`src/rtl/bus_pkg.sv`:
```
// Shared types and widths for the bus memory responder and its backing store.
package bus_pkg;

    localparam int DATA_W = 32;
    localparam int ADDR_W = 32;
    localparam int CNT_W  = 4;

    typedef enum logic [1:0] {
        IDLE,
        WAIT,
        RESP
    } state_t;

endpackage

```
`src/rtl/bus_ram.sv`:
```
// Single-port word store: synchronous write, registered read, one access per enabled cycle.
module bus_ram
    import bus_pkg::*;
#(
    parameter int DEPTH_WORDS = 64,
    parameter int AW          = $clog2(DEPTH_WORDS)
) (
    input  logic              clk,
    input  logic              en,
    input  logic              we,
    input  logic [AW-1:0]     addr,
    input  logic [DATA_W-1:0] wdata,
    output logic [DATA_W-1:0] rdata
);

    logic [DATA_W-1:0] mem [DEPTH_WORDS];

    // NOTE: no reset on the array or its read register; a reset would stop RAM inference.
    always_ff @(posedge clk) begin
        if (en) begin
            if (we) begin
                mem[addr] <= wdata;
            end else begin
                rdata <= mem[addr];
            end
        end
    end

endmodule

```
`src/rtl/bus_mem_responder.sv`:
```
// Wait-state bus slave: latches a request, inserts WAIT_CYCLES wait states, then answers for one cycle.
module bus_mem_responder
    import bus_pkg::*;
#(
    parameter int DEPTH_WORDS = 64,
    parameter int WAIT_CYCLES = 2
) (
    input  logic              clk,
    input  logic              reset,
    input  logic              req,
    input  logic              we,
    input  logic [ADDR_W-1:0] addr,
    input  logic [DATA_W-1:0] wdata,
    output logic [DATA_W-1:0] rdata,
    output logic              ready,
    output logic              err
);

    localparam int AW = $clog2(DEPTH_WORDS);
    localparam logic [CNT_W-1:0]  LAST_CNT  = CNT_W'((WAIT_CYCLES > 0) ? WAIT_CYCLES - 1 : 0);
    localparam logic [ADDR_W-3:0] DEPTH_LIM = (ADDR_W-2)'(DEPTH_WORDS);

    state_t state, next_state;

    logic [CNT_W-1:0]  cnt;
    logic              we_q;
    logic [ADDR_W-1:0] addr_q;
    logic [DATA_W-1:0] wdata_q;
    logic [DATA_W-1:0] rdata_hold;
    logic [DATA_W-1:0] ram_rdata;

    logic              cur_we;
    logic [ADDR_W-1:0] cur_addr;
    logic [DATA_W-1:0] cur_wdata;
    logic              cur_err;
    logic              ready_d;
    logic              err_d;
    logic              ram_en;

    // NOTE: sequential state uses non-blocking assignments so every register samples pre-edge values.
    always_ff @(posedge clk or negedge reset) begin
        if (!reset) begin
            state <= IDLE;
        end else begin
            state <= next_state;
        end
    end

    // NOTE: next_state defaults to state first, so no path leaves it unassigned (no latch).
    always_comb begin
        next_state = state;
        case (state)
            IDLE:    if (req) next_state = (WAIT_CYCLES == 0) ? RESP : WAIT;
            WAIT:    if (cnt == LAST_CNT) next_state = RESP;
            RESP:    next_state = IDLE;
            default: next_state = IDLE;
        endcase
    end

    // In IDLE the live inputs drive the store so a zero-wait transfer can access it on the accepting edge.
    always_comb begin
        cur_we    = we_q;
        cur_addr  = addr_q;
        cur_wdata = wdata_q;
        if (state == IDLE) begin
            cur_we    = we;
            cur_addr  = addr;
            cur_wdata = wdata;
        end
        cur_err = (cur_addr[1:0] != 2'b00) || (cur_addr[ADDR_W-1:2] >= DEPTH_LIM);
        ready_d = (next_state == RESP);
        err_d   = ready_d && cur_err;
        ram_en  = ready_d && !cur_err;
    end

    always_ff @(posedge clk or negedge reset) begin
        if (!reset) begin
            cnt        <= '0;
            we_q       <= 1'b0;
            addr_q     <= '0;
            wdata_q    <= '0;
            ready      <= 1'b0;
            err        <= 1'b0;
            rdata_hold <= '0;
        end else begin
            ready <= ready_d;
            err   <= err_d;
            if (state == IDLE && req) begin
                we_q    <= we;
                addr_q  <= addr;
                wdata_q <= wdata;
                cnt     <= '0;
            end else if (state == WAIT) begin
                cnt <= cnt + 1'b1;
            end
            if (ready && !err && !we_q) begin
                rdata_hold <= ram_rdata;
            end
        end
    end

    // The store's read register is live only in the RESP cycle of a good read; otherwise show the held copy.
    assign rdata = (ready && !err && !we_q) ? ram_rdata : rdata_hold;

    bus_ram #(
        .DEPTH_WORDS(DEPTH_WORDS),
        .AW         (AW)
    ) u_ram (
        .clk  (clk),
        .en   (ram_en),
        .we   (cur_we),
        .addr (cur_addr[AW+1:2]),
        .wdata(cur_wdata),
        .rdata(ram_rdata)
    );

endmodule

```
`config.mk`:
```
export PLATFORM = sky130hd
export DESIGN_NAME = bus_mem_responder
export DESIGN_NICKNAME = d
export VERILOG_FILES = /design/src/rtl/bus_pkg.sv /design/src/rtl/bus_ram.sv /design/src/rtl/bus_mem_responder.sv
export SDC_FILE = /design/constraint.sdc
export NUM_CORES = 2
export LEC_CHECK = 0
export ABC_AREA = 0
export BUFFER_PORTS_ARGS = -buffer_cell sky130_fd_sc_hd__buf_2
export CAP_MARGIN = 20
export CORE_MARGIN = 8
export CORE_UTILIZATION = 40
export DETAILED_ROUTE_END_ITERATION = 16
export GPL_TIMING_DRIVEN = 0
export PLACE_DENSITY_LB_ADDON = 0.2
export REMOVE_ABC_BUFFERS = 1
export SLEW_MARGIN = 25
export SYNTH_ARGS = -nofsm -noshare
export SYNTH_HDL_FRONTEND = slang
export SYNTH_HIERARCHICAL = 1
export SYNTH_SLANG_ARGS = --single-unit
```
`constraint.sdc`:
```
create_clock -name clk -period 6.3 [get_ports clk]
set_input_delay 0.63 -clock clk [delete_from_list [all_inputs] [get_ports clk]]
set_output_delay 0.63 -clock clk [all_outputs]
set_load 0.03 [all_outputs]
```
==> impl_metrics.toml <==
[run_status]
status = "finished clean"

[pwr]
switching_share_pct = 38.1
seq_power_share_pct = 37.0
internal-power_mw = 31.7
leakagePower_nw = 32.2
clockPowerShare_pct = 24.0
p_per_area_mw_per_mm2 = 516
power_switching_mw = 19.6
p_total_mw = 51.3
ir_worst_vdd_mv = 0.604
p_comb_share_pct = 38.9

[route]
wirelength_um = 253000
drc = 0
drt_pass1_iterations = 6
vias = 48700
highest_layer = "met5"
wl_met2_um = 117000
wl_per_cell_um = 31.4
met3WireLength_um = 20900
wl_met1_um = 105000
drt_iter0_markers = 5450
ant_nets = 0
vias_per_cell = 6.03

[clocking]
cts_buffers = 215
cts-htree-levels = 4
insertion_delay_ns = 0.85
clkTransAtPathRegs_ns = 0.06
clock-sinks = 2185
clk_path_buf_depth = 3
cts_tree = "yes"
post_cts_buffers = 0
root_buffer = "clkbuf_16"

[sta]
post-route-period-util_pct = 97.9
fmax_ghz = 0.162
tightest_slew_ns = 1.10
slew_headroom_pct = 26.4
clock_skew_ns = 0.0406
period_minus_slack_ns = 6.16
fin_ws_ns = 0.135
rsz0062_at_grt = "no"
hold_viol = 0
setup_viol = 0
finalMaxSlewViolations = 0

[logic_synthesis]
post_synth_num_cell_types = 61
synthTopCellsByArea = "edfxtp_1 75%, a22oi_1 4.3%, dfrtp_1 3.2%"
syn_inst = 4874
yosys.area.top_type = "edfxtp_1"
yosys_warnings = 6
ys_ff_latch = 2185
synthArstFlopShare_pct = 4.81
synth_top_area_share_pct = 75.2
syn-cell-area_mm2 = 0.0831
ys.flop_type = "edfxtp_1"
avgSynthCellArea_um2 = 17.0
synth_edf_count = 2080
synth-seq-area-share_pct = 78.3

[setup_path]
r2r_start = "state[0]"
crit_fanout = 74
required_ns = 6.85
ff2ff_path_depth = 13
r2r_slack_ns = 0.14
slowest_delay_ns = 0.78
crit_path_top_delay_cell = "or4_1"
crit_path_end_kind = "flop"
crit_top_cell = "buf_16"
crit_path_start_kind = "flop"
cp_data_arrival_time_ns = 6.72
crit_chain = "nor2_4, buf_16, mux2_8, buf_16, buf_16, buf_16, buf_16, clkinv_8, nand2_8, o22ai_1, a211o_1, or4_1, or3_1"
crit_buf_inv = 6
criticalPathCategory = "flop to flop"
crit_family = "buffers and inverters"
reg2reg_to = "u_ram/rdata[18]"

[global_route]
grt_overflow = 0
grt_pass1_vias = 47200
grt_usage_pct = 22.1
grt_max_degree = 81
antenna_found_initial = 21
grt_pass1_wl_um = 358000

[placed_design]
port_buffers = 101
place_area_mm2 = 0.0920
place_congestion = 0.783
pre_cts_ws_ns = -0.590
detailed_place_hpwl_um = 159000

[floorplanning]
start_util_pct = 40.2
rows = 167
ioPinCount = 102
coreArea_mm2 = 0.207
die_h_um = 472
die-area_mm2 = 0.223
dieWidth_um = 472

[worst_hold_path]
min_path_type = "primary input to flop"
hold_start = "we"
whs_path_depth = 3
hold_path_end = "we_q"

[final_layout]
final_core_util_pct = 48.1
fin_area_mm2 = 0.0995
regArea_mm2 = 0.0651
multi_input_area_mm2 = 0.0173
fill_cells = 17100
final_nets = 5216
final_layout_size_suffix_gt1_share_pct = 16.6
area_growth_pct = 19.7

[flow_run]
cap_violations = 0
-- synth_stat cells, types with 70 or more instances --
| master | n |
|---|---|
| o21ai_0 | 103 |
| mux2i_1 | 242 |
| mux2_2 | 130 |
| nand2_1 | 315 |
| a21oi_1 | 70 |
| dfrtp_1 | 105 |
| a221oi_1 | 166 |
| nor2_1 | 156 |
| a22oi_1 | 477 |
| clkbuf_1 | 205 |
| o22ai_1 | 238 |
| edfxtp_1 | 2080 |
-- cells in the final DEF (no fill, tap or decap), types with 12 or more instances in the layout --
cell type and n:
edfxtp_1 2080, a22oi_1 477, nand2_1 305, mux2i_1 242
o22ai_1 238, clkbuf_16 215, a221oi_1 166, buf_16 135
dfrtp_1 105, o21ai_0 103, buf_2 100, mux2_2 95
nor2_1 85, buf_12 85, nor2_4 72, a21oi_1 70
clkinv_1 62, dlygate4sd3_1 62, clkbuf_1 54, nor3_1 51
a31oi_1 44, clkinv_2 37, diode_2 34, mux2_4 32
o22a_1 30, a22o_1 29, or3_1 28, nor4_1 26
o221ai_1 18, a211oi_1 17, a211o_1 16, a311oi_1 16
o211ai_1 15, buf_6 14, a21boi_0 14, a221o_1 14
mux2_1 13, or4_1 13, bufinv_16 12
-- cells by family after synthesis --
| kind of cell | Yosys count | synth area share, % |
|---|---|---|
| buf+inv | 356 | 1.87 |
| simple gates | 648 | 3.45 |
| compound gates | 1290 | 11.2 |
| fa+ha+maj | 2 | 0.0301 |
| flops | 2185 | 78.3 |
| mux | 393 | 5.07 |
-- power by group through the flow --
| stage | sequential [mW] | clock (mW) | combinational [mW] |
|---|---|---|---|
| after floorplan | 19.2 | 0 | 10.2 |
| after global placement | 19.4 | 0 | 16.2 |
| after detailed placement | 19.3 | 0 | 19.7 |
| after CTS | 19.0 | 12.5 | 19.8 |
| after global routing | 19.0 | 13.1 | 20.8 |
| final | 19.0 | 12.3 | 20.0 |
-- stage by stage --
stage / std cells / hold WS (ns) / TNS (ns)
6_report: 8068 / 0.0869 / 0
5_1_grt: 8047 / 0.0697 / 0
4_1_cts: 8034 / 0.0174 / 0
3_5_place_dp: 7571 / 0.464 / -7.39
3_3_place_gp: 7329 / 0.461 / -
2_1_floorplan: 4524 / 0.334 / -
-- tightest hold or removal path, stage by stage --
cell,delay (ns)
buf_2,0.15
nand2_1,0.07
nand2_1,0.04
-- final cells by class --
type | count | area share, %
tap | 2704 | 3.40
clock buffer | 273 | 5.67
inverter | 6 | 0.0403
sequential | 2185 | 65.4
antenna | 34 | 0.0855
clock inverter | 128 | 1.10
multi-input combinational | 2333 | 17.4
timing repair buffer | 405 | 6.85
-- state kept, by name, indices dropped and copies added (netlist names) --
signal	count
u_ram/mem	2048
addr_q	32
rdata_hold	32
u_ram/rdata	32
wdata_q	32
cnt	4
state	2
err	1
ready	1
we_q	1
-- layer usage --
layer,GRT usage [%],vias to the layer above
li1,-,20500
met1,30.5,25400
met2,34.6,2257
met3,4.69,447
met4,8.12,6
met5,0,-
-- what timing repair did --
action,CTS,global route
pin swaps,0,0
resized for setup,8,3
endpoints found under the hold margin,101,0
endpoints found under the setup margin,26,5
hold buffers,62,0
-- how the worst max path moves through the flow --
stage | start | cells after the start | endpoint | slack (ns)
after floorplan | state[0] | 8 | u_ram/rdata[10] | -7.35
after global placement | state[0] | 5 | u_ram/mem[52][3] | -35.98
after detailed placement | state[0] | 13 | u_ram/rdata[7] | -0.59
after CTS | state[0] | 13 | u_ram/rdata[22] | 0.11
after global routing | state[0] | 13 | u_ram/rdata[18] | 0.02
final | state[0] | 13 | u_ram/rdata[18] | 0.14
No activity file was read; power rests on OpenSTA's default activity.
